File: src/rtl/stash_scan_table_pkg.sv
// Shared configuration and derived sizes for the Path ORAM stash scan table.
// All widths of the block and its interface are fixed here.
package stash_scan_table_pkg;

    function automatic int unsigned clog2(input int unsigned v);
        int unsigned r;
        r = 0;
        while ((32'd1 << r) < v) r++;
        return r;
    endfunction

    localparam int unsigned ORAML           = 4;
    localparam int unsigned ORAMU           = 32;
    localparam int unsigned ORAMZ           = 2;
    localparam int unsigned StashEAWidth    = 8;
    localparam int unsigned ORAMLP1         = ORAML + 1;
    localparam int unsigned BlocksOnPath    = ORAMZ * ORAMLP1;
    localparam int unsigned ScanTableAWidth = clog2(BlocksOnPath + 1);
    localparam int unsigned BCWidth         = clog2(ORAMZ + 1);
    localparam int unsigned LevelWidth      = clog2(ORAMLP1);

    localparam logic [StashEAWidth-1:0] SNULL = '1;

endpackage

File: src/rtl/stash_scan_table_if.sv
// Candidate, scan and per-access control signals of the stash scan table.
// master drives the candidates and scan requests; slave is the table itself.
interface stash_scan_table_if;
    import stash_scan_table_pkg::*;

    logic                       PerAccessReset;
    logic                       ResetDone;
    logic [ORAML-1:0]           CurrentLeaf;
    logic [ORAML-1:0]           InLeaf;
    logic [ORAMU-1:0]           InPAddr;
    logic [StashEAWidth-1:0]    InSAddr;
    logic                       InValid;
    logic [StashEAWidth-1:0]    OutSAddr;
    logic                       OutAccepted;
    logic                       OutValid;
    logic [ScanTableAWidth-1:0] InSTAddr;
    logic                       InSTValid;
    logic                       InSTReset;
    logic [StashEAWidth-1:0]    OutSTAddr;
    logic                       OutSTValid;

    modport master (
        output PerAccessReset, CurrentLeaf, InLeaf, InPAddr, InSAddr, InValid,
        output InSTAddr, InSTValid, InSTReset,
        input  ResetDone, OutSAddr, OutAccepted, OutValid, OutSTAddr, OutSTValid
    );

    modport slave (
        input  PerAccessReset, CurrentLeaf, InLeaf, InPAddr, InSAddr, InValid,
        input  InSTAddr, InSTValid, InSTReset,
        output ResetDone, OutSAddr, OutAccepted, OutValid, OutSTAddr, OutSTValid
    );

endinterface

File: src/rtl/stash_scan_table_onehot_to_bin.sv
// One-hot to binary encoder for the selected tree level.
module stash_scan_table_onehot_to_bin #(
    parameter int unsigned OneHotWidth = 5,
    parameter int unsigned BinWidth    = 3
) (
    input  logic [OneHotWidth-1:0] onehot_i,
    output logic [BinWidth-1:0]    bin_o
);

    always_comb begin
        bin_o = '0;
        for (int i = 0; i < OneHotWidth; i++) begin
            if (onehot_i[i]) bin_o = bin_o | BinWidth'(i);
        end
    end

endmodule

File: src/rtl/stash_scan_table.sv
// Write-back planner: places each accepted stash entry at the deepest free bucket slot on the path.
// Optional simulation checker and trace enabled by defining SCAN_TABLE_CHECK_EN.
module stash_scan_table
    import stash_scan_table_pkg::*;
(
    input logic               Clock,
    input logic               Reset,
    stash_scan_table_if.slave bus
);

    logic [ScanTableAWidth-1:0] init_q, init_d;
    logic                       reset_done;

    logic [ORAMLP1-1:0]  x, lowbit, common, full, space, level_oh;
    logic [LevelWidth-1:0] level_bin;
    logic [BCWidth-1:0]  cnt_sel;
    logic [BCWidth-1:0]  bcnt_q [ORAMLP1];
    logic [BCWidth-1:0]  bcnt_d [ORAMLP1];
    logic                accepted;

    logic [ScanTableAWidth-1:0] slot, addr;
    logic                       we;
    logic [StashEAWidth-1:0]    wdata, rdata_q;
    logic [StashEAWidth-1:0]    st_mem [BlocksOnPath];
    logic                       stvalid_q;
    logic [ORAMU-1:0]           unused_paddr;

    assign unused_paddr = bus.InPAddr;

    assign reset_done = (init_q == ScanTableAWidth'(BlocksOnPath));
    assign init_d     = reset_done ? init_q : init_q + 1'b1;

    always_ff @(posedge Clock) begin
        if (Reset) init_q <= '0;
        else       init_q <= init_d;
    end

    // Bits below the lowest differing leaf bit are levels the two paths share.
    always_comb begin
        x      = {bus.InLeaf, 1'b0} ^ {bus.CurrentLeaf, 1'b0};
        lowbit = x & (-x);
        common = lowbit - ORAMLP1'(1);
        full   = '0;
        for (int i = 0; i < ORAMLP1; i++) full[i] = (bcnt_q[i] == BCWidth'(ORAMZ));
        space  = common & ~full;
    end

    always_comb begin
        level_oh = '0;
        for (int i = 0; i < ORAMLP1; i++) begin
            if (space[i]) begin
                level_oh    = '0;
                level_oh[i] = 1'b1;
            end
        end
        cnt_sel = '0;
        for (int i = 0; i < ORAMLP1; i++) begin
            if (level_oh[i]) cnt_sel = cnt_sel | bcnt_q[i];
        end
    end

    stash_scan_table_onehot_to_bin #(
        .OneHotWidth (ORAMLP1),
        .BinWidth    (LevelWidth)
    ) u_level_bin (
        .onehot_i (level_oh),
        .bin_o    (level_bin)
    );

    assign accepted = bus.InValid & (|space);

    always_comb begin
        for (int i = 0; i < ORAMLP1; i++) begin
            bcnt_d[i] = bcnt_q[i];
            if (accepted && level_oh[i]) bcnt_d[i] = bcnt_q[i] + 1'b1;
        end
    end

    always_ff @(posedge Clock) begin
        if (Reset || bus.PerAccessReset) begin
            for (int i = 0; i < ORAMLP1; i++) bcnt_q[i] <= '0;
        end else begin
            bcnt_q <= bcnt_d;
        end
    end

    assign slot = ScanTableAWidth'(ScanTableAWidth'(level_bin) * ScanTableAWidth'(ORAMZ))
                + ScanTableAWidth'(cnt_sel);

    always_comb begin
        addr = bus.InSTAddr;
        if (!reset_done)      addr = init_q;
        else if (bus.InValid) addr = slot;
        we    = accepted | bus.InSTReset | ~reset_done;
        wdata = (!reset_done || bus.InSTReset) ? SNULL : bus.InSAddr;
    end

    // Read-before-write: a scan read with InSTReset returns the old entry.
    always_ff @(posedge Clock) begin
        stvalid_q <= bus.InSTValid;
        rdata_q   <= (addr < ScanTableAWidth'(BlocksOnPath)) ? st_mem[addr] : SNULL;
        if (we && (addr < ScanTableAWidth'(BlocksOnPath))) st_mem[addr] <= wdata;
    end

    assign bus.ResetDone   = reset_done;
    assign bus.OutSAddr    = bus.InSAddr;
    assign bus.OutValid    = bus.InValid;
    assign bus.OutAccepted = accepted;
    assign bus.OutSTAddr   = rdata_q;
    assign bus.OutSTValid  = stvalid_q;

`ifdef SCAN_TABLE_CHECK_EN
    logic done_seen_q;

    task automatic check_table_empty(input string when_s);
        for (int i = 0; i < BlocksOnPath; i++) begin
            if (st_mem[i] !== SNULL) begin
                $error("scan table: entry %0d = %0h not empty at %s", i, st_mem[i], when_s);
                $fatal(1, "scan table: check halted simulation");
            end
        end
    endtask

    always @(posedge Clock) begin
        if (Reset) begin
            done_seen_q <= 1'b0;
        end else begin
            if (bus.InSTValid && (bus.InValid || accepted)) begin
                $error("scan table: candidate and scan request in the same cycle");
                $fatal(1, "scan table: check halted simulation");
            end
            if (reset_done && !done_seen_q) begin
                check_table_empty("init done");
                done_seen_q <= 1'b1;
            end
            if (bus.PerAccessReset) check_table_empty("per-access reset");
            if (bus.InValid) begin
                $display("scan table: X=%b Common=%b Full=%b Space=%b saddr=%0h %s",
                         x, common, full, space, bus.InSAddr,
                         accepted ? "accept" : "reject");
            end
        end
    end
`endif

endmodule

File: src/flat_wrapper.sv
// flat-port wrapper written by rule: the top's interface ports become plain ports
module stash_scan_table_flat import stash_scan_table_pkg::*;
  (Clock, Reset, bus_PerAccessReset, bus_CurrentLeaf, bus_InLeaf, bus_InPAddr, bus_InSAddr, bus_InValid, bus_InSTAddr, bus_InSTValid, bus_InSTReset, bus_ResetDone, bus_OutSAddr, bus_OutAccepted, bus_OutValid, bus_OutSTAddr, bus_OutSTValid);
  stash_scan_table_if bus_i ();
  input logic Clock;
  input logic Reset;
  input wire logic [$bits(bus_i.PerAccessReset)-1:0] bus_PerAccessReset;
  input wire logic [$bits(bus_i.CurrentLeaf)-1:0] bus_CurrentLeaf;
  input wire logic [$bits(bus_i.InLeaf)-1:0] bus_InLeaf;
  input wire logic [$bits(bus_i.InPAddr)-1:0] bus_InPAddr;
  input wire logic [$bits(bus_i.InSAddr)-1:0] bus_InSAddr;
  input wire logic [$bits(bus_i.InValid)-1:0] bus_InValid;
  input wire logic [$bits(bus_i.InSTAddr)-1:0] bus_InSTAddr;
  input wire logic [$bits(bus_i.InSTValid)-1:0] bus_InSTValid;
  input wire logic [$bits(bus_i.InSTReset)-1:0] bus_InSTReset;
  output wire logic [$bits(bus_i.ResetDone)-1:0] bus_ResetDone;
  output wire logic [$bits(bus_i.OutSAddr)-1:0] bus_OutSAddr;
  output wire logic [$bits(bus_i.OutAccepted)-1:0] bus_OutAccepted;
  output wire logic [$bits(bus_i.OutValid)-1:0] bus_OutValid;
  output wire logic [$bits(bus_i.OutSTAddr)-1:0] bus_OutSTAddr;
  output wire logic [$bits(bus_i.OutSTValid)-1:0] bus_OutSTValid;
  assign bus_i.PerAccessReset = bus_PerAccessReset;
  assign bus_i.CurrentLeaf = bus_CurrentLeaf;
  assign bus_i.InLeaf = bus_InLeaf;
  assign bus_i.InPAddr = bus_InPAddr;
  assign bus_i.InSAddr = bus_InSAddr;
  assign bus_i.InValid = bus_InValid;
  assign bus_i.InSTAddr = bus_InSTAddr;
  assign bus_i.InSTValid = bus_InSTValid;
  assign bus_i.InSTReset = bus_InSTReset;
  assign bus_ResetDone = bus_i.ResetDone;
  assign bus_OutSAddr = bus_i.OutSAddr;
  assign bus_OutAccepted = bus_i.OutAccepted;
  assign bus_OutValid = bus_i.OutValid;
  assign bus_OutSTAddr = bus_i.OutSTAddr;
  assign bus_OutSTValid = bus_i.OutSTValid;
  stash_scan_table u_core (.Clock(Clock), .Reset(Reset), .bus(bus_i));
endmodule
File: config.mk
export PLATFORM = sky130hd
export DESIGN_NAME = stash_scan_table_flat
export DESIGN_NICKNAME = d
export VERILOG_FILES = /design/src/rtl/stash_scan_table_pkg.sv /design/src/rtl/stash_scan_table_if.sv /design/src/rtl/stash_scan_table_onehot_to_bin.sv /design/src/rtl/stash_scan_table.sv /design/src/flat_wrapper.sv
export SDC_FILE = /design/constraint.sdc
export NUM_CORES = 1
export LEC_CHECK = 0
export CAP_MARGIN = 15
export CORE_AREA = 2 2 100 102
export CTS_CLUSTER_SIZE = 25
export DETAILED_ROUTE_END_ITERATION = 7
export DIE_AREA = 0 0 102 104
export DONT_BUFFER_PORTS = 1
export HOLD_SLACK_MARGIN = 0.03
export PLACE_DENSITY = 0.74
export SLEW_MARGIN = 20
export SYNTH_ARGS = -nofsm -noshare
export SYNTH_HDL_FRONTEND = slang
export SYNTH_SLANG_ARGS = --single-unit
File: constraint.sdc
create_clock -name Clock -period 5.26 [get_ports Clock]
set_clock_uncertainty 0.15 [all_clocks]
set_input_delay 1.052 -clock Clock [delete_from_list [all_inputs] [get_ports Clock]]
set_output_delay 1.052 -clock Clock [all_outputs]
set_load 0.01 [all_outputs]
==> impl_metrics.toml <==
[outcome]
outcome = "finished clean"

[clock_network]
clock-root-buffer = "clkbuf_8"
htree_levels = 3
cts_buffer_depth = 2
clkTransAtPathRegs_ns = 0.09
cts_tree = "built"
cts_resized = 0
cts-buffers-inserted = 9
cts_sinks = 103
clk_latency_ns = 0.36
cts-hold-fix-buffers = 0
postCtsSetupBuffers = 0

[power]
power.total_mw = 1.564
power.switching_mw = 0.3860
powerDensity_nw_per_um2 = 315.2
p_seq_share_pct = 58.0
leakagePower_nw = 1.623
combPwrFrac_pct = 10.5
p_int_mw = 1.178
p_sw_share_pct = 24.68
clockPowerShare_pct = 31.5
peakVddDrop_uv = 125.6

[synth]
synth_seq_cells = 103
syn_area_um2 = 4678
synth_area_leaders = "edfxtp_1, dfxtp_1, nor2_1, ha_1, mux2_2"
synth-edff-count = 80
synth_ff_type = "edfxtp_1"
synth_top_family_by_area = "simple AND/OR/NAND/NOR gates"
syn-num-nets = 443
yosys-mux-area-fraction_pct = 4.092
yosysSeqAreaShare_pct = 61.19
synth.avg_cell_area_um2 = 12.44
synthCells = 376
synth.top_cell.area_share_pct = 51.35
synth_cell_types = 49
async_reset_ff_share_pct = 0
yosysWarnings = 0
synth_compound_area_share_pct = 11.77
synth_xor_area_share_pct = 2.247
synthAdderAreaFrac_pct = 2.407
synth_top_cell_by_area = "edfxtp_1"
yosys.area_share.simple_pct = 13.72

[setup_path]
critPathLaunch = "bus_CurrentLeaf[0]"
critPathKind = "input port to register"
regToRegStartpoint = "u_core.bcnt_q[4]$_SDFFE_PP0P_"
critPathCaptureType = "register"
crit_path_start_kind = "input port"
rr_worst_depth = 13
ff2ff_setup_slack_ns = 1.20
crit_top_cell = "ha_1"
crit_arrival_ns = 4.27
slowest_delay_ns = 0.50
r2r-end = "u_core.st_mem[0][3]$_DFFE_PP_"
worstPathRequired_ns = 5.19
endpoint = "u_core.st_mem[0][3]$_DFFE_PP_"
path_cells = "xnor2_1 -> nand3b_2 -> o311ai_0 -> o21ai_0 -> a21oi_1 -> ha_1 -> ha_1 -> mux2_2 -> a31oi_4 -> nand2_1 -> nor3_1 -> buf_4"
cp_slowest_cell = "nor3_1"
worstPathMaxFanout = 21

[sta]
slew_headroom_pct = 48.51
post-route-period-util_pct = 82.52
report.final.slew_viol_count = 0
max_freq_mhz = 230.4
tightest_slew_ns = 0.7695
setup-tns-final_ns = 0
setup_viol = 0
finalCriticalPeriod_ns = 4.341
hold_viol_final = 0
rsz0062_at_grt = "no"

[final_layout]
fillCellCount = 838
drive_gt1_share_pct = 12.30
final_util_pct = 51.97
layout.nets = 436
diodes = 0
syn2layout_area_growth_pct = 6.071

[grt]
grt_max_degree = 39
grt_pass1_vias = 2875
antenna_found_initial = 0
grtUsageTotal_pct = 18.10
gr-total-overflow = 0
grt_pass1_wl_mm = 14.72

[placement]
post-dp-hpwl_mm = 6.179
gp_congestion = 0.8322
port_buffers = 0

[floorplanning]
rows = 36
die_w_um = 102
die_area_um2 = 10610
ios = 78
die_y_um = 104
initial_core_util_pct = 48.99
core_area_um2 = 9549

[min_path]
hp-class = "register to register"
holdPathStages = 2

[flow_run]
cap_violations = 0

[routing]
antenna_left = 0
wire_per_inst_um = 17.74
via_count = 2935
drc = 0
drt_pass1_iterations = 4
wl_mm = 8.993
drt-initial-drc-count = 206
vias_per_cell = 5.789
[sequential cells by signal, indices dropped and copies added (netlist names)]
register and cells:
u_core.bcnt_q 10, u_core.init_q 4, u_core.bus.OutSTAddr 8, u_core.st_mem 80
u_core.bus.OutSTValid 1
[layout by cell type (no fill, tap or decap), types with 4 or more instances in the layout]
cell	synthesis	layout
edfxtp_1	80	80
nor2_1	33	33
dfxtp_1	23	23
o21ai_0	17	17
or3_1	13	13
and3_1	13	13
a21boi_0	13	13
nand3_1	12	12
buf_4	9	12
inv_1	11	11
nand4_1	10	10
xnor2_1	9	9
nand2_1	9	9
mux2i_1	9	9
mux2_2	9	9
ha_1	9	9
clkbuf_8	0	9
o211ai_1	8	8
or4_1	8	8
nor3_1	7	7
a21oi_1	6	6
o311ai_1	6	6
o311ai_0	4	4
a31oi_1	4	4
a211oi_1	4	4
[worst min path at each step]
stage	from	to	slack [ns]
after detailed placement	u_core.bcnt_q[5]$_SDFFE_PP0P_	u_core.bcnt_q[5]$_SDFFE_PP0P_	0.36
final	u_core.bcnt_q[7]$_SDFFE_PP0P_	u_core.bcnt_q[7]$_SDFFE_PP0P_	0.38
after global routing	u_core.bcnt_q[1]$_SDFFE_PP0P_	u_core.bcnt_q[1]$_SDFFE_PP0P_	0.41
after floorplan	u_core.bcnt_q[9]$_SDFFE_PP0P_	u_core.bcnt_q[9]$_SDFFE_PP0P_	0.33
after CTS	u_core.bcnt_q[5]$_SDFFE_PP0P_	u_core.bcnt_q[5]$_SDFFE_PP0P_	0.37
after global placement	u_core.bcnt_q[6]$_SDFFE_PP0P_	u_core.bcnt_q[6]$_SDFFE_PP0P_	0.35
[cell type report]
type                            count  area [um^2]  share of cell area [%]
Sequential cell                   103         2863                   57.69
Multi-Input combinational cell    232         1608                   32.40
Tap cell                          133        166.4                   3.354
Clock buffer                       10        127.6                   2.572
Timing Repair Buffer               12        90.09                   1.815
Clock inverter                      6        66.31                   1.336
Inverter                           11        41.29                  0.8321
[critical path: cells and delay by family]
| kind | cells | cell delay (ns) |
|---|---|---|
| adder cells (fa/ha/maj) | 2 | 0.40 |
| buffers and inverters | 1 | 0.26 |
| XOR/XNOR | 1 | 0.30 |
| multiplexers | 1 | 0.29 |
| AND/OR/NAND/NOR | 3 | 1.15 |
| AO/OA/AOI/OAI | 4 | 0.81 |
[through the flow]
stage,worst slack [ns],hold WS (ns),instance area (um^2),instances
2_1_floorplan,0.8866,0.3306,4678,376
3_3_place_gp,0.6212,0.3500,4768,491
3_5_place_dp,0.5642,0.3619,4768,491
4_1_cts,0.9636,0.3747,4962,507
5_1_grt,0.5808,0.4058,4962,507
6_report,0.9192,0.3776,4962,507
[power by group through the flow]
stage	Combinational, mW	Clock (mW)	Sequential (mW)
detailed placement	0.165	0	0.927
floorplan	0.130	0	0.924
global placement	0.159	0	0.926
finish	0.164	0.492	0.908
global route	0.183	0.527	0.910
CTS	0.165	0.497	0.908
[cells by family after synthesis]
logic type	Yosys count
xor+xnor	12
mux	18
simple gates	117
fa+ha+maj	9
compound gates	76
flops	103
buf+inv	41
[Yosys cell counts (all sizes together) (4+ instances only)]
cell type	n
o311ai	10
mux2i	9
inv	11
or4	8
a21boi	13
o211ai	8
mux2	9
dfxtp	23
nand4	10
a31oi	5
o21ai	19
nor2	34
or3	13
and3	13
a211oi	4
a21oi	7
nor3	7
xnor2	9
ha	9
buf	21
edfxtp	80
nand2	9
nand3	13
clkbuf	9
[per-layer routing]
layer	up-vias	GRT usage [%]	wire, um
li1	1414	-	-
met1	1420	25.94	4090
met2	93	27.35	4180
met5	-	0	0
met3	8	3.562	606
met4	0	6.571	116
(Power assumes the default switching activity.)
